$ cat src/rtl/edge_pkg.sv
// Shared definitions for the multi-channel edge detector: event-mode
// encodings and the saturation limit helper for the per-channel counters.
package edge_pkg;

  // Global event selection driven on mode_i.
  localparam logic [1:0] MODE_RISE = 2'b00;
  localparam logic [1:0] MODE_FALL = 2'b01;
  localparam logic [1:0] MODE_BOTH = 2'b10;
  localparam logic [1:0] MODE_OFF  = 2'b11;

  // All-ones value of a w-bit counter (w up to 64), used as the saturation point.
  function automatic logic [63:0] sat_max(input int unsigned w);
    if (w >= 64) begin
      return '1;
    end
    return (64'd1 << w) - 64'd1;
  endfunction

endpackage

$ cat src/rtl/edge_chan.sv
// One edge-detect channel: synchroniser, glitch filter, edge pulses,
// mode-gated event, sticky pending flag and saturating event counter.
// There is no handshake here: every output is a level or a one-cycle pulse
// that is valid on every clock, and clr_i / cnt_clr_i act on the edge at
// which they are sampled high.
module edge_chan
  import edge_pkg::*;
#(
  parameter int SYNC_STAGES   = 2,
  parameter int FILTER_CYCLES = 4,
  parameter int CNT_W         = 8
) (
  input  logic             clk,
  input  logic             reset,
  input  logic             a_i,
  input  logic [1:0]       mode_i,
  input  logic             clr_i,
  input  logic             cnt_clr_i,
  output logic             rising_edge_o,
  output logic             falling_edge_o,
  output logic             edge_o,
  output logic             pending_o,
  output logic [CNT_W-1:0] count_o
);

  localparam logic [CNT_W-1:0] CNT_MAX = CNT_W'(sat_max(CNT_W));

  logic [SYNC_STAGES-1:0] sync_q;
  logic                   s;
  logic                   filt;
  logic                   filt_d_q;
  logic                   pending_q;
  logic [CNT_W-1:0]       count_q;

  // Shift the raw input through the synchroniser chain; the last stage is the sampled level.
  always_ff @(posedge clk or negedge reset) begin
    if (!reset) begin
      sync_q <= '0;
    end else begin
      sync_q <= {sync_q[SYNC_STAGES-2:0], a_i};
    end
  end

  assign s = sync_q[SYNC_STAGES-1];

  if (FILTER_CYCLES == 0) begin : g_no_filter
    // Filter bypassed: the sampled level is already a flop output.
    assign filt = s;
  end else begin : g_filter
    localparam int FW = (FILTER_CYCLES > 1) ? $clog2(FILTER_CYCLES) : 1;
    localparam logic [FW-1:0] LAST = FW'(FILTER_CYCLES - 1);

    logic [FW-1:0] fcnt_q;
    logic          filt_q;

    // Accept a new level only after it has differed from the filtered level for FILTER_CYCLES samples.
    always_ff @(posedge clk or negedge reset) begin
      if (!reset) begin
        fcnt_q <= '0;
        filt_q <= 1'b0;
      end else if (s == filt_q) begin
        fcnt_q <= '0;
      end else if (fcnt_q == LAST) begin
        filt_q <= s;
        fcnt_q <= '0;
      end else begin
        fcnt_q <= fcnt_q + FW'(1);
      end
    end

    assign filt = filt_q;
  end

  // Delayed copy of the filtered level for edge detection.
  always_ff @(posedge clk or negedge reset) begin
    if (!reset) begin
      filt_d_q <= 1'b0;
    end else begin
      filt_d_q <= filt;
    end
  end

  assign rising_edge_o  = filt & ~filt_d_q;
  assign falling_edge_o = ~filt & filt_d_q;

  // Select which accepted transitions count as events; takes effect in the same cycle.
  always_comb begin
    edge_o = 1'b0;
    case (mode_i)
      MODE_RISE: edge_o = rising_edge_o;
      MODE_FALL: edge_o = falling_edge_o;
      MODE_BOTH: edge_o = rising_edge_o | falling_edge_o;
      default:   edge_o = 1'b0;
    endcase
  end

  // Sticky pending flag; a new event in the clearing cycle wins over the clear.
  always_ff @(posedge clk or negedge reset) begin
    if (!reset) begin
      pending_q <= 1'b0;
    end else begin
      pending_q <= edge_o | (pending_q & ~clr_i);
    end
  end

  // Saturating event counter; a clear coinciding with an event leaves a count of one.
  always_ff @(posedge clk or negedge reset) begin
    if (!reset) begin
      count_q <= '0;
    end else if (cnt_clr_i) begin
      count_q <= edge_o ? CNT_W'(1) : '0;
    end else if (edge_o && (count_q != CNT_MAX)) begin
      count_q <= count_q + CNT_W'(1);
    end
  end

  assign pending_o = pending_q;
  assign count_o   = count_q;

endmodule

$ cat src/rtl/multi_edge_detect.sv
// Multi-channel edge detector: NUM_CH independent channels, packed event
// counters and a single interrupt formed from all pending flags.
module multi_edge_detect #(
  parameter int NUM_CH        = 8,
  parameter int SYNC_STAGES   = 2,
  parameter int FILTER_CYCLES = 4,
  parameter int CNT_W         = 8
) (
  input  logic                    clk,
  input  logic                    reset,
  input  logic [NUM_CH-1:0]       a_i,
  input  logic [1:0]              mode_i,
  input  logic [NUM_CH-1:0]       clr_i,
  input  logic                    cnt_clr_i,
  output logic [NUM_CH-1:0]       rising_edge_o,
  output logic [NUM_CH-1:0]       falling_edge_o,
  output logic [NUM_CH-1:0]       edge_o,
  output logic [NUM_CH-1:0]       pending_o,
  output logic [NUM_CH*CNT_W-1:0] count_o,
  output logic                    irq_o
);

  for (genvar k = 0; k < NUM_CH; k++) begin : g_ch
    edge_chan #(
      .SYNC_STAGES  (SYNC_STAGES),
      .FILTER_CYCLES(FILTER_CYCLES),
      .CNT_W        (CNT_W)
    ) u_chan (
      .clk           (clk),
      .reset         (reset),
      .a_i           (a_i[k]),
      .mode_i        (mode_i),
      .clr_i         (clr_i[k]),
      .cnt_clr_i     (cnt_clr_i),
      .rising_edge_o (rising_edge_o[k]),
      .falling_edge_o(falling_edge_o[k]),
      .edge_o        (edge_o[k]),
      .pending_o     (pending_o[k]),
      .count_o       (count_o[k*CNT_W +: CNT_W])
    );
  end

  assign irq_o = |pending_o;

endmodule
$ cat config.mk
export PLATFORM = sky130hd
export DESIGN_NAME = multi_edge_detect
export DESIGN_NICKNAME = d
export VERILOG_FILES = /design/src/rtl/edge_pkg.sv /design/src/rtl/edge_chan.sv /design/src/rtl/multi_edge_detect.sv
export SDC_FILE = /design/constraint.sdc
export NUM_CORES = 1
export LEC_CHECK = 0
export CORE_UTILIZATION = 45
export DETAILED_ROUTE_END_ITERATION = 7
export PLACE_DENSITY = 0.71
export SYNTH_ARGS = -nofsm -noshare
export SYNTH_HDL_FRONTEND = slang
export SYNTH_SLANG_ARGS = --single-unit
$ cat constraint.sdc
create_clock -name clk -period 4.55 [get_ports clk]
set_input_delay 0.455 -clock clk [delete_from_list [all_inputs] [get_ports clk]]
set_output_delay 0.455 -clock clk [all_outputs]
set_load 0.02 [all_outputs]
# Word-level counts from Yosys, hierarchy flattened
# Cells that the tools add are included.
word_totals:
  ff_bits: 120
  out_inout_bits: 97
  elab_cells: 236
classes:
  add_sub_neg: 16
  eq_ne: 26
  n_mux: 48
  n_bitwise: 72
  reduce_logical: 26
ops:
  columns: ["cell", "n"]
  rows:
  - ["8-bit two-way mux", 16]
  - ["8-bit by 1-bit adder with 8-bit output, second input constant", 8]
  - ["8-bit != test, second input constant", 8]
  - ["2-bit two-way mux", 16]
  - ["1-bit inverter", 32]
  - ["1-bit bitwise AND", 24]
  - ["1-bit one-hot mux with 3 select lines", 8]
  - ["2-bit equality test, second input constant", 9]
  - ["2-bit by 1-bit adder with 2-bit output, second input constant", 8]
  - ["1-bit OR", 16]
  - ["2-bit AND reduction", 8]
  - ["2-bit nonzero test", 8]
  - ["1-bit equality test", 8]
  - ["1-bit logical AND", 8]
  - ["1-bit two-way mux", 8]
  - ["8-bit OR reduction", 1]
  - ["2-bit by 1-bit equality test with 1-bit output, second input constant", 1]
  - ["2-bit logical NOT", 1]

# Depth between registers and ports, before layout
# Gate-level depths: netlist of the first run.
depth:
  ltp_word: 7
  mapped_depth: 9
  depth_no_buf: 8

# Cells and area by module
# From an unflattened synthesis of the first run, not the netlist that was laid out.
hier_totals:
  cells_unflattened: 579
  hier_area_um2: 5972.0
modules_own_cells:
  columns: ["module", "instances", "cells_each", "area_each_um2", "seq_area_each_um2"]
  rows:
  - ["edge_chan", 8, 72, 744.5, 375.4]
  - ["multi_edge_detect", 1, 3, 16.3, 0.0]

# Least setup slack after synthesis of the first run
# Ideal clock, no wire load.
synth_timing:
  path_kind: "reg-to-reg"
  start: "register g_ch[3].u_chan.count_q[0]"
  end: "register g_ch[3].u_chan.count_q[5]"
  setup_ns: 0.078
  arrival_time_ns: 2.008
  t_required_ns: 4.472
  slack_ns: 2.464
  stages_incl_launch_ff: 8
  path_buffers: 1
  synth_period_minus_slack_ns: 2.086
  path_cell_list: "dfrtp_1 -> ha_1 -> and2_1 -> nand4_2 -> or3b_1 -> buf_2 -> or4_1 -> a21oi_1"
synth_via:
  elab_chain_len: 3
  elab_cells_between_ends: 6
  classes_between: "add/sub: 1; eq/ne: 1; mux: 2; reduce/logical: 2"
synth_lines:
  columns: ["element", "line_no", "rtl"]
  rows:
  - ["start, declared", "edge_chan.sv:33", "logic [CNT_W-1:0] count_q;"]
  - ["start signal, assigned", "edge_chan.sv:111", "count_q <= edge_o ? CNT_W'(1) : '0;"]
  - ["start signal, assigned", "edge_chan.sv:113", "count_q <= count_q + CNT_W'(1);"]
  - ["8-bit by 1-bit adder with 8-bit output or 8-bit != test (tied branches)", "edge_chan.sv:113, edge_chan.sv:112", null]
  - ["8-bit two-way mux or 1-bit logical AND (tied branches)", "edge_chan.sv:112", "end else if (edge_o && (count_q != CNT_MAX)) begin"]
  - ["8-bit two-way mux or 2-bit nonzero test (tied branches)", null, null]
# Parallel ways exist; a longest one is shown, timed or not. The select of a mux whose other input is x is not followed.
# A chain may end at the register's enable or synchronous reset.

# Worst setup path in the final report of the first run
layout_timing:
  start: "input port mode_i[1]"
  end: "output port edge_o[7]"
layout_via:
  elab_chain_len: 2
  elab_cells_between_ends: 4
  classes_between: "eq/ne: 2; mux: 1; reduce/logical: 1"
layout_lines:
  columns: ["element", "line_no", "rtl"]
  rows:
  - ["start, declared", "multi_edge_detect.sv:12", "input logic [1:0] mode_i,"]
  - ["2-bit equality test, or another cell as far along", "edge_chan.sv:89", "case (mode_i)"]
  - ["1-bit one-hot mux with 3 select lines *", "edge_chan.sv:89", null]
  - ["end, declared", "multi_edge_detect.sv:17", "output logic [NUM_CH-1:0] edge_o,"]
# Every way passes the cells marked *; elsewhere a longest branch is shown, timed or not.

==> results of run 1 <==
==> layout make-up <==
type / count / area share
Sequential cell: 120 / 0.390
Multi-Input combinational cell: 378 / 0.326
Timing Repair Buffer: 121 / 0.155
Clock buffer: 25 / 0.0670
Tap cell: 172 / 0.0280
Inverter: 38 / 0.0185
Clock inverter: 7 / 0.0146
==> per-stage QoR <==
stage | hold slack [ps] | area, um2 | utilization | setup slack, ps | total power (uW)
floorplan | 159 | 5950 | - | 2460 | 2350
global placement | 332 | 7050 | 0.552 | 1410 | 2750
detailed placement | 337 | 7050 | 0.552 | 1340 | 2780
CTS | 348 | 7690 | 0.602 | 1340 | 4210
global route | 349 | 7690 | 0.602 | 1140 | 4400
finish | 346 | 7690 | 0.602 | 1280 | 4170
==> power breakdown <==
part / internal [uW] / switching (uW)
sequential: 1280 / 195
clock: 945 / 456
combinational: 584 / 708
total: 2810 / 1360
==> metal layers <==
layer / share of wire / wire, um
met1: 0.46 / 6170
met2: 0.45 / 6080
met3: 0.064 / 858
met4: 0.029 / 390
met5: 0 / 0
==> worst min path at each step <==
stage | cells past startpoint | slack, ps | end | start
floorplan | 0 | 160 | g_ch[0].u_chan.count_o[0]$_DFFE_PN0P_ | reset
global placement | 0 | 330 | g_ch[3].u_chan.sync_q[1]$_DFF_PN0_ | g_ch[3].u_chan.sync_q[0]$_DFF_PN0_
detailed placement | 0 | 340 | g_ch[7].u_chan.sync_q[1]$_DFF_PN0_ | g_ch[7].u_chan.sync_q[0]$_DFF_PN0_
CTS | 0 | 350 | g_ch[7].u_chan.sync_q[1]$_DFF_PN0_ | g_ch[7].u_chan.sync_q[0]$_DFF_PN0_
global route | 0 | 350 | g_ch[0].u_chan.sync_q[1]$_DFF_PN0_ | g_ch[0].u_chan.sync_q[0]$_DFF_PN0_
finish | 0 | 350 | g_ch[0].u_chan.sync_q[1]$_DFF_PN0_ | g_ch[0].u_chan.sync_q[0]$_DFF_PN0_
==> cell usage in the layout, fill, tap and decap left out, types with 6 or more instances in the layout <==
master,instances
sky130_fd_sc_hd__a21oi_1,31
sky130_fd_sc_hd__a311oi_1,9
sky130_fd_sc_hd__a31oi_1,6
sky130_fd_sc_hd__and3_1,7
sky130_fd_sc_hd__clkbuf_16,17
sky130_fd_sc_hd__clkbuf_8,6
sky130_fd_sc_hd__clkdlybuf4s50_1,115
sky130_fd_sc_hd__dfrtp_1,120
sky130_fd_sc_hd__ha_1,32
sky130_fd_sc_hd__inv_1,31
sky130_fd_sc_hd__inv_2,6
sky130_fd_sc_hd__mux2i_1,7
sky130_fd_sc_hd__nand2_1,53
sky130_fd_sc_hd__nand3_1,22
sky130_fd_sc_hd__nor2_1,30
sky130_fd_sc_hd__nor2b_1,13
sky130_fd_sc_hd__nor3_1,24
sky130_fd_sc_hd__o21ai_0,23
sky130_fd_sc_hd__or3_1,6
sky130_fd_sc_hd__xnor2_1,15
==> sequential cells by signal, summed over array words and instances (netlist names) <==
register,count
g_ch.u_chan.filt_d_q,8
g_ch.u_chan.sync_q,16
g_ch.u_chan.filt,8
g_ch.u_chan.count_o,64
g_ch.u_chan.g_filter.fcnt_q,16
g_ch.u_chan.pending_o,8
==> kinds of logic (layout without fill, tap and decap cells) <==
logic type,Yosys count,after routing,synth area share
compound gates,112,112,0.127
xor+xnor,20,20,0.0294
fa+ha+maj,32,32,0.0673
buf+inv,83,191,0.0736
flops,120,120,0.505
mux,8,8,0.0137
simple gates,206,206,0.184
==> results.md, run 1 <==
- Slowest stage cell on the critical path: sky130_fd_sc_hd__clkdlybuf4s50_1
- Routed wire per std cell: 15.7 um
- GRT Residual Overflow: 0
- WS Path Type: input port to output port
- Number of input and output port buffers inserted: 117
- Number of enable flip-flop cells after synthesis: 0
- Global routing met1 resource utilization: 0.284
- Total Die Area: 13700 um2
- Via-per-instance ratio: between 5 and 6
- HP Class: flip-flop to flip-flop
- Residual DRC count: 0
- Antenna violations before repair: 0
- Top cell family by delay on the critical path: buffers and inverters
- Number of nets at the end of the flow: approximately 730
- Critical path origin: mode_i[1]
- Largest stage delay, worst path: slightly above 700 ps
- Count of mapped cells out of synthesis: 581
- Synth Warn #: 0
- Top cells by area, synth: sky130_fd_sc_hd__dfrtp_1 (50%), sky130_fd_sc_hd__ha_1 (6.7%), sky130_fd_sc_hd__buf_4 (4.0%)
- Die X-Extent: between 100 and 150 um
- Post-Syn Area per Cell: 10.2 um2
- Number of standard-cell rows in the floorplan: between 40 and 50
- Global-route usage over all layers: 0.214
- Worst path buffer plus inverter count: 2
- Setup slack of the worst register-to-register path: 2380 ps
- Core region area: roughly 13000 um2
- Global-route met3 utilization: 0.0623
- Post-detail-place hpwl: about 9.7 mm
- Share of final-layout standard cells stronger than drive strength 1: 0.0755
- First drt pass iteration count: 5
- Max-slew headroom: 0.564
- Root buffer selected by CTS: sky130_fd_sc_hd__clkbuf_16
- Violation count after the first detailed-route iteration: roughly 390
- Netlist cell types: between 60 and 70
- Share of synthesized area occupied by flip-flops and latches: 0.505
- CTS tree: done
- Outcome: finished, final reports clean
- Worst vdd ir: 0.000320 V
- Sequential cell area: approximately 3000 um2
- CP Depth: 4
- Number of register bits inferred by synthesis: 120
- Actual transition at the worst max-transition pin: 651 ps
- Area overhead of the layout relative to synthesis: 29.3%
- Post-route fraction of the period consumed by the critical path: 0.718
- Clock insertion delay at the later pin of the skew report: 420 ps
- Termination of the worst setup path: edge_o[7]
- Startpoint Class: input port
- P per Cell Area: ~540 nW/um2
- Vias after detailed routing: between 4k and 5k
- Buffer count from post-CTS setup fixing: 0
- Maximum fanout count along the critical path: 16
- Post-synth top area share: 0.505
- Reg2Reg Launch Point: g_ch[3].u_chan.count_o[0]$_DFFE_PN0P_
- Placed Cells incl. Taps: 828
- Global-route wire length before repair: 21.9 mm
- Total of max-cap violations: 0
- Met2 GRT Util: 0.318
- List of cells traversed by the critical path: clkdlybuf4s50_1 > and2b_1 > a32o_1 > clkdlybuf4s50_1
- Area of combinational cells with multiple inputs: 2510 um2
- Number of pins exceeding their max-slew limit in the final report: 0
- Via count of the first global-routing pass: 4482
- Worst reg-to-reg path cell count: 6
- Depth of the CTS H-tree: 4
- Number of gates given a new drive strength after cts: 0
- Clk sinks: 120
- Ant. Diodes: 0
- Req. time, crit path: 4090 ps
- Net count after synthesis: roughly 630
- Number of failing hold endpoints at the final stage: 0
- CP most frequent cell: sky130_fd_sc_hd__clkdlybuf4s50_1
- Unrepaired setup endpoints after global routing: no
- Ranking of synthesized cells by instance count: sky130_fd_sc_hd__dfrtp_1 (120), sky130_fd_sc_hd__nand2_1 (53), sky130_fd_sc_hd__buf_4 (32), sky130_fd_sc_hd__ha_1 (32)
- Number of buffers inserted during clock tree synthesis: 17
- Arrival time of the worst setup path: ~2800 ps
- Clock-pin slew on the worst setup and hold paths: 50 ps
- Final clock skew: ~6.1 ps
- Static leakage: about 0.0034 uW
- Total Neg Setup Slack: 0 ps
- Yosys top cell by area: sky130_fd_sc_hd__dfrtp_1
- Routability congestion estimate: ~0.9
- Post-layout instance count excluding filler cells: 861
- Most utilized layer in the global route result: met2
- Most numerous cell in the Yosys netlist: sky130_fd_sc_hd__dfrtp_1
- Mapped cell area: around 6000 um2
- Maximum number of pins on one net before global-route repair: 59
- Number of hold buffers added after CTS: 1
- Fraction of synthesis flops using an asynchronous set or reset pin: 1.00
- Starting density of the core: 0.466
- Largest buffer count on any clock path: 2
- Maximum frequency from static timing analysis: roughly 0.31 GHz
- Most used flip-flop cell after synthesis: sky130_fd_sc_hd__dfrtp_1
- Detailed Route WL: ~13 mm
- Reg-to-reg endpoint: g_ch[3].u_chan.count_o[5]$_DFFE_PN0P_
- Num ports: 118
- Final period demand of the worst path: 3270 ps
- Antenna-violating nets left: 0
- Die Y-Extent: approximately 120 um
- Setup crit end kind: output port
- Endpoints failing setup: 0
- Filler Cell Count: just over 1k
No activity file was read; power rests on OpenSTA's default activity.
==> run 2, diff against run 1 <==
Clock period 4.55 ns to 3.4 ns, I/O delays scaled along.
==> run 2 against run 1 <==
  * Clock skew down 0.62 ps
  * Largest power group unchanged
  * Cell count rose by 0.23%
  * Routed wire length down 1.8%
  * Largest cell class unchanged
  * Total power rose by 35%
  * First-iteration DRC count is 6.7% higher
  * Non-clock buffer count rose by 2
  * Via count is 0.26% higher
  * Flip-flop and latch count stayed put
==> results.md, run 2 (synthesis gave the netlist of run 1 again) <==
- Outcome: finished, final reports clean (unchanged)
- Filler Cell Count: 1002 (was 1016)
- Starting density of the core: 0.466 (unchanged)
- Most common library cell in the layout ignoring fill and taps: sky130_fd_sc_hd__dfrtp_1 (unchanged)
- Number of gates given a new drive strength after cts: 0 (unchanged)
- Ant. Diodes: 0 (unchanged)
- Routability congestion estimate: 0.871 (was 0.891)
- Startpoint Class: input port (unchanged)
- Number of pins exceeding their max-slew limit in the final report: 0 (unchanged)
- GRT Residual Overflow: 0 (unchanged)
- Detailed Route WL: 13.2 mm (was 13.5 mm)
- Num ports: 118 (unchanged)
- Maximum frequency from static timing analysis: 0.339 GHz
- Sequential cell area: 3000 um2 (unchanged)
- Via count of the first global-routing pass: 4397 (was 4482)
- Post-detail-place hpwl: 9.54 mm (was 9.67 mm)
- Most frequent cells in the layout: sky130_fd_sc_hd__dfrtp_1 (120), sky130_fd_sc_hd__clkdlybuf4s50_1 (115), sky130_fd_sc_hd__nand2_1 (53) (unchanged)
- Setup crit end kind: output port (unchanged)
- Residual DRC count: 0 (unchanged)
- Number of nets at the end of the flow: 731 (was 729)
- Number of input and output port buffers inserted: 117 (unchanged)
- Unrepaired setup endpoints after global routing: no (unchanged)
- Number of failing hold endpoints at the final stage: 0 (unchanged)
- Global-route usage over all layers: 0.210 (was 0.214)
- Post-route fraction of the period consumed by the critical path: 0.868
- Number of buffers inserted during clock tree synthesis: 17 (unchanged)
- P per Cell Area: 726 nW/um2 (was 542 nW/um2)
- Number of flip-flops in the largest register: 64 (unchanged)
- Clock-pin slew on the worst setup and hold paths: 50 ps (about the same)
- Routed wire per std cell: 15.3 um (was 15.7 um)
- Static leakage: 0.00339 uW (was 0.00337 uW)
- Via-per-instance ratio: 5.43 (about the same)
- Arrival time of the worst setup path: 2610 ps (was 2810 ps)
- Core region area: 12800 um2 (unchanged)
- Area of combinational cells with multiple inputs: 2510 um2 (unchanged)
- Number of standard-cell rows in the floorplan: 41 (unchanged)
- Root buffer selected by CTS: sky130_fd_sc_hd__clkbuf_16 (unchanged)
- CTS tree: done (unchanged)
- Endpoints failing setup: 0 (unchanged)
- Share of final-layout standard cells stronger than drive strength 1: 0.0781 (was 0.0755)
- Final clock skew: 5.43 ps (was 6.05 ps)
- Total Neg Setup Slack: 0 ps (unchanged)
- Total power draw: 5610 uW (was 4170 uW)
- HP Class: flip-flop to flip-flop (unchanged)
- Depth of the CTS H-tree: 4 (unchanged)
- Vias after detailed routing: 4688 (was 4676)
- Antenna-violating nets left: 0 (unchanged)
- First drt pass iteration count: 5 (unchanged)
- Total of max-cap violations: 0 (unchanged)
- Global-route wire length before repair: 21.6 mm (was 21.9 mm)
- Largest buffer count on any clock path: 2 (unchanged)
- Clock insertion delay at the later pin of the skew report: 410 ps (was 420 ps)
- WS Path Type: input port to output port (unchanged)
- Die X-Extent: 117 um (unchanged)
- Maximum number of pins on one net before global-route repair: 59 (unchanged)
- Antenna violations before repair: 0 (unchanged)
- Violation count after the first detailed-route iteration: 414 (was 388)
- Total Die Area: 13700 um2 (unchanged)
- Final period demand of the worst path: slightly below 3000 ps
- Max-slew headroom: 0.575 (was 0.564)
- Worst vdd ir: 0.000469 V (was 0.000320 V)
- Req. time, crit path: 3060 ps (was 4090 ps)
- Actual transition at the worst max-transition pin: 632 ps (was 651 ps)
- Clk sinks: 120 (unchanged)
- Die Y-Extent: 117 um (unchanged)
- Maximum fanout count along the critical path: 16 (unchanged)
- Area overhead of the layout relative to synthesis: 30.0% (was 29.3%)
-- run 2: cell types whose count changed in the layout (fill, tap and decap cells not counted) --
cell,change
sky130_fd_sc_hd__buf_12,+1
sky130_fd_sc_hd__buf_4,+1
sky130_fd_sc_hd__bufinv_16,+1
sky130_fd_sc_hd__clkbuf_8,-1
sky130_fd_sc_hd__clkinv_2,+1
sky130_fd_sc_hd__clkinvlp_4,-1
-- run 2: worst paths after layout --
check	slack, ps	start	cells after the start	endpoint
hold reg to reg	340	g_ch[1].u_chan.sync_q[0]$_DFF_PN0_	0	g_ch[1].u_chan.sync_q[1]$_DFF_PN0_
max in group asynchronous	2160	reset	3	g_ch[4].u_chan.g_filter.fcnt_q[0]$_DFF_PN0_
setup / recovery	450	mode_i[1]	5	edge_o[6]
hold / removal	340	g_ch[1].u_chan.sync_q[0]$_DFF_PN0_	0	g_ch[1].u_chan.sync_q[1]$_DFF_PN0_
setup reg to reg	1210	g_ch[5].u_chan.count_o[0]$_DFFE_PN0P_	6	g_ch[5].u_chan.count_o[5]$_DFFE_PN0P_
min in group asynchronous	460	reset	2	g_ch[7].u_chan.count_o[2]$_DFFE_PN0P_
-- run 2: stage by stage --
step	cell area [um2]	util	cells	worst slack [ps]	hold slack [ps]
final	7730	0.605	863	448	345
after global routing	7730	0.605	863	322	342
after CTS	7730	0.605	863	445	340
after detailed placement	7080	0.554	830	444	335
after global placement	7080	0.554	830	529	332
after floorplan	5950	-	581	1310	44.4
-- run 2: what timing repair did --
item,in CTS,in global routing
endpoints found under the hold margin,41,0
hold buffers,1,0
setup buffers,0,0
-- run 2: worst max-delay path, stage by stage --
cell and delay [ps]:
sky130_fd_sc_hd__clkdlybuf4s50_1 630, sky130_fd_sc_hd__and2b_1 420, sky130_fd_sc_hd__and2_1 220, sky130_fd_sc_hd__or2_1 320
sky130_fd_sc_hd__clkdlybuf4s50_1 670
-- run 2: final cells by class --
class / instances / area share
Clock buffer: 24 / 0.0649
Clock inverter: 8 / 0.0181
Inverter: 38 / 0.0184
Multi-Input combinational cell: 378 / 0.324
Sequential cell: 120 / 0.388
Tap cell: 172 / 0.0278
Timing Repair Buffer: 123 / 0.158
-- run 2: where the power goes --
group	internal, uW	total (uW)	switching [uW]
combinational	789	1730	939
sequential	1710	1970	253
clock	1320	1920	601
-- run 2: routing by layer --
metal | part of all wire | GRT usage | up-vias | routed length [um]
li1 | - | - | 2235 | -
met1 | 0.47 | 0.292 | 2275 | 6250
met2 | 0.45 | 0.310 | 158 | 5970
met3 | 0.064 | 0.0736 | 20 | 847
met4 | 0.014 | 0.0650 | 0 | 180
met5 | 0 | 0 | - | 0
==> run 3, diff against run 2 <==
Settings changed: RECOVER_POWER from default to 50, SYNTH_HIERARCHICAL from default to 1.
==> run 3 against run 2 <==
  * The flow now finishes with violations (max-capacitance violations, max-slew violations)
  * Die area is 0.39% higher
  * First-iteration DRC count is 3.4% lower
  * Sequential share of layout area is 0.57 points lower
  * Cell count is 3.6% higher
  * Largest power group unchanged
  * Hold slack worse by 6.4 ps
  * Critical path depth is 1 lower
  * Critical path type unchanged
  * Utilization is 0.90 points higher
  * Register-to-register slack better by 50 ps
  * Flip-flop and latch count stayed put
  * Clock power is 15% lower
==> results.md, run 3 <==
- Maximum frequency from static timing analysis: 0.352 GHz (was 0.339 GHz)
- Residual DRC count: 0 (unchanged)
- Fraction of synthesis flops using an asynchronous set or reset pin: 1.00 (unchanged)
- Number of failing hold endpoints at the final stage: 0 (unchanged)
- Maximum fanout count along the critical path: 16 (unchanged)
- Final standard cell area without fillers: 7850 um2 (was 7730 um2)
- Num ports: 118 (unchanged)
- Maximum number of pins on one net before global-route repair: 80 (was 59)
- Most used flip-flop cell after synthesis: sky130_fd_sc_hd__dfrtp_1 (unchanged)
- Routability congestion estimate: 0.833 (was 0.871)
- Clock-pin slew on the worst setup and hold paths: 50 ps (about the same)
- Detailed Route WL: 13.3 mm (was 13.2 mm)
- First drt pass iteration count: 4 (was 5)
- Ant. Diodes: 0 (unchanged)
- Req. time, crit path: 3060 ps (about the same)
- Post-layout instance count excluding filler cells: 894 (was 863)
- Total of max-cap violations: 1 (was 0)
- Internal: 3570 uW (was 3820 uW)
- Depth of the CTS H-tree: 4 (unchanged)
- Share of total power in combinational logic: 0.319 (was 0.308)
- Global-route usage over all layers: 0.208 (was 0.210)
- Proportion of power drawn by the clock network: 0.310 (was 0.342)
- Reg-to-reg endpoint: g_ch[7].u_chan/count_o[4]$_DFFE_PN0P_ (was g_ch[5].u_chan.count_o[5]$_DFFE_PN0P_)
- Mapped cell area: 5970 um2 (was 5950 um2)
- Routed wire per std cell: 14.9 um (was 15.3 um)
- Number of nets at the end of the flow: 764 (was 731)
- Via count of the first global-routing pass: 4651 (was 4397)
- Setup crit end kind: output port (unchanged)
- Worst reg-to-reg path cell count: 7 (was 6)
- Startpoint Class: input port (unchanged)
- Antenna-violating nets left: 0 (unchanged)
- Largest buffer count on any clock path: 2 (unchanged)
- Total Neg Setup Slack: 0 ps (unchanged)
- Net count after synthesis: 632 (was 634)
- Number of stages on the worst hold path: 0 (unchanged)
- Violation count after the first detailed-route iteration: 400 (was 414)
- Number of standard-cell rows in the floorplan: 41 (unchanged)
- Synth Warn #: 6 (was 0)
- Most numerous cell in the Yosys netlist: sky130_fd_sc_hd__dfrtp_1 (unchanged)
- Share of synthesized area occupied by flip-flops and latches: 0.503 (was 0.505)
- Most common library cell in the layout ignoring fill and taps: sky130_fd_sc_hd__dfrtp_1 (unchanged)
- Antenna violations before repair: 0 (unchanged)
- Via-per-instance ratio: 5.50 (was 5.43)
- GRT Residual Overflow: 0 (unchanged)
- Core region area: 12800 um2 (unchanged)
- Arrival time of the worst setup path: 2500 ps (was 2610 ps)
- Post-route fraction of the period consumed by the critical path: 0.837 (was 0.868)
- HP Class: flip-flop to flip-flop (unchanged)
- Netlist cell types: 30 (was 62)
- Starting density of the core: 0.468 (was 0.466)
- Post-Syn Area per Cell: 10.3 um2 (was 10.2 um2)
- Global-route wire length before repair: 22.0 mm (was 21.6 mm)
- WS Path Type: input port to output port (unchanged)
- P per Cell Area: 676 nW/um2 (was 726 nW/um2)
- CTS tree: done (unchanged)
- Final clock skew: 5.75 ps (was 5.43 ps)
- Die X-Extent: 117 um (about the same)
- Net switching share of the total power: 0.328 (was 0.319)
- Outcome: finished, violations left (was finished, final reports clean)
- Hold path startpoint: g_ch[1].u_chan/sync_q[0]$_DFF_PN0_ (was g_ch[1].u_chan.sync_q[0]$_DFF_PN0_)
- Clock insertion delay at the later pin of the skew report: 400 ps (was 410 ps)
- Count of mapped cells out of synthesis: 579 (was 581)
- Post-detailed-placement cell area: 7320 um2 (was 7080 um2)
- Actual transition at the worst max-transition pin: 1900 ps (was 632 ps)
- Hold Path Sink: g_ch[1].u_chan/sync_q[1]$_DFF_PN0_ (was g_ch[1].u_chan.sync_q[1]$_DFF_PN0_)
- Violated checks: max-capacitance violations, max-slew violations
- Number of buffers inserted during clock tree synthesis: 17 (unchanged)
- Number of flip-flops in the largest register: 64 (unchanged)
- Root buffer selected by CTS: sky130_fd_sc_hd__clkbuf_16 (unchanged)
- Placed Cells incl. Taps: 864 (was 830)
- Unrepaired setup endpoints after global routing: no (unchanged)
- Area overhead of the layout relative to synthesis: 31.4% (was 30.0%)
- Number of enable flip-flop cells after synthesis: 0 (unchanged)
- Static leakage: 0.00328 uW (was 0.00339 uW)
- Clk sinks: 120 (unchanged)
- Post-synth top area share: 0.503 (was 0.505)
- Total power draw: 5310 uW (was 5610 uW)
- Sequential share of power: 0.372 (was 0.350)
- Switching power: 1740 uW (was 1790 uW)
- Most frequent cells in the layout: sky130_fd_sc_hd__dfrtp_1 (120), sky130_fd_sc_hd__clkdlybuf4s50_1 (107), sky130_fd_sc_hd__nor2_1 (48) (was sky130_fd_sc_hd__dfrtp_1 (120), sky130_fd_sc_hd__clkdlybuf4s50_1 (115), sky130_fd_sc_hd__nand2_1 (53))
- Filler Cell Count: 1039 (was 1002)
- Number of input and output port buffers inserted: 117 (unchanged)
- Die Y-Extent: 117 um (about the same)
- Number of hold buffers added after CTS: 0 (was 1)
- Yosys top cell by area: sky130_fd_sc_hd__dfrtp_1 (unchanged)
- Post-detail-place hpwl: 9.34 mm (was 9.54 mm)
- Critical path origin: mode_i[0] (was mode_i[1])
- Final period demand of the worst path: 2840 ps (was 2950 ps)
- Total Die Area: 13700 um2 (about the same)
- Number of gates given a new drive strength after cts: 0 (unchanged)
- Setup slack of the worst register-to-register path: 1260 ps (was 1210 ps)
- Number of pins exceeding their max-slew limit in the final report: 80 (was 0)
- Reg2Reg Launch Point: g_ch[7].u_chan/filt$_DFFE_PN0P_ (was g_ch[5].u_chan.count_o[0]$_DFFE_PN0P_)
- Share of final-layout standard cells stronger than drive strength 1: 0.0637 (was 0.0781)
- Buffer count from post-CTS setup fixing: 0 (unchanged)
- Worst vdd ir: 0.000362 V (was 0.000469 V)
- Vias after detailed routing: 4916 (was 4688)
- Ranking of synthesized cells by instance count: sky130_fd_sc_hd__dfrtp_1 (120), sky130_fd_sc_hd__nor2_1 (48), sky130_fd_sc_hd__nand2_1 (33) (was sky130_fd_sc_hd__dfrtp_1 (120), sky130_fd_sc_hd__nand2_1 (53), sky130_fd_sc_hd__buf_4 (32), sky130_fd_sc_hd__ha_1 (32))
- Top cells by area, synth: sky130_fd_sc_hd__dfrtp_1 (50%), sky130_fd_sc_hd__ha_1 (6.7%), sky130_fd_sc_hd__nand2b_1 (3.4%) (was sky130_fd_sc_hd__dfrtp_1 (50%), sky130_fd_sc_hd__ha_1 (6.7%), sky130_fd_sc_hd__buf_4 (4.0%))
- Number of register bits inferred by synthesis: 120 (unchanged)
- Endpoints failing setup: 0 (unchanged)
- Max-slew headroom: -0.266 (was 0.575)
[run 3: cell count changes in the layout (fill, tap and decap cells not counted), moves of 8 or more]
cell / before / now
sky130_fd_sc_hd__nand2b_1: 5 / 32
sky130_fd_sc_hd__o31a_1: 0 / 8
sky130_fd_sc_hd__clkdlybuf4s50_1: 115 / 107
sky130_fd_sc_hd__nor4_1: 4 / 18
sky130_fd_sc_hd__nor2b_1: 13 / 32
sky130_fd_sc_hd__nor3_1: 24 / 16
sky130_fd_sc_hd__nor2_1: 30 / 48
sky130_fd_sc_hd__mux2_2: 1 / 16
sky130_fd_sc_hd__nand2_1: 53 / 33
sky130_fd_sc_hd__and2_0: 0 / 8
[run 3: logic make-up (layout without fill, tap and decap cells)]
logic type,count (synthesis),after routing,synth area share
AO/OA/AOI/OAI,104,104,0.114
XOR/XNOR,8,8,0.0117
adder cells (fa/ha/maj),32,32,0.0670
buffers and inverters,40,183,0.0318
flip-flops,120,120,0.503
multiplexers,24,24,0.0436
AND/OR/NAND/NOR,251,251,0.229
[run 3: worst max-delay path, cell delays in order]
cell and delay, ps:
sky130_fd_sc_hd__clkdlybuf4s50_1 780, sky130_fd_sc_hd__o31a_1 540, sky130_fd_sc_hd__inv_1 200, sky130_fd_sc_hd__clkdlybuf4s50_1 640
[run 3: power by group through the flow]
stage | registers (uW) | clock network [uW] | logic, uW
2_1_floorplan | 2080 | 0 | 860
3_3_place_gp | 1980 | 0 | 1650
3_5_place_dp | 2000 | 0 | 1690
4_1_cts | 1980 | 1690 | 1710
5_1_grt | 2020 | 1760 | 1880
6_report | 1970 | 1640 | 1690
[run 3: through the flow]
step	setup WS, ps	hold slack [ps]	util
2_1_floorplan	1350	44.4	-
3_3_place_gp	602	334	0.573
3_5_place_dp	554	336	0.573
4_1_cts	538	138	0.616
5_1_grt	421	348	0.614
6_report	556	338	0.614
[run 3: layout make-up]
cell class | count | area [um2] | share of cell area
tap | 172 | 215 | 0.0274
clock inverter | 3 | 40.0 | 0.00510
inverter | 32 | 120 | 0.0153
clock buffer | 27 | 503 | 0.0641
multi-input combinational | 419 | 2780 | 0.354
sequential | 120 | 3000 | 0.383
timing repair buffer | 121 | 1190 | 0.151
[run 3: layer usage]
metal / wire [um] / share of wire / track usage
met1: 5970 / 0.45 / 0.268
met2: 6350 / 0.48 / 0.327
met3: 714 / 0.054 / 0.0592
met4: 258 / 0.019 / 0.0886
met5: 0 / 0 / 0
[run 3: worst max path at each step]
stage                                                  endpoint  slack (ps)  cells after the start
after floorplan           g_ch[0].u_chan/count_o[4]$_DFFE_PN0P_        1350                      7
after global placement                                edge_o[4]         600                      4
after detailed placement                              edge_o[1]         550                      4
after CTS                                             edge_o[4]         540                      6
after global routing                                  edge_o[7]         420                      6
final                                                 edge_o[1]         560                      4
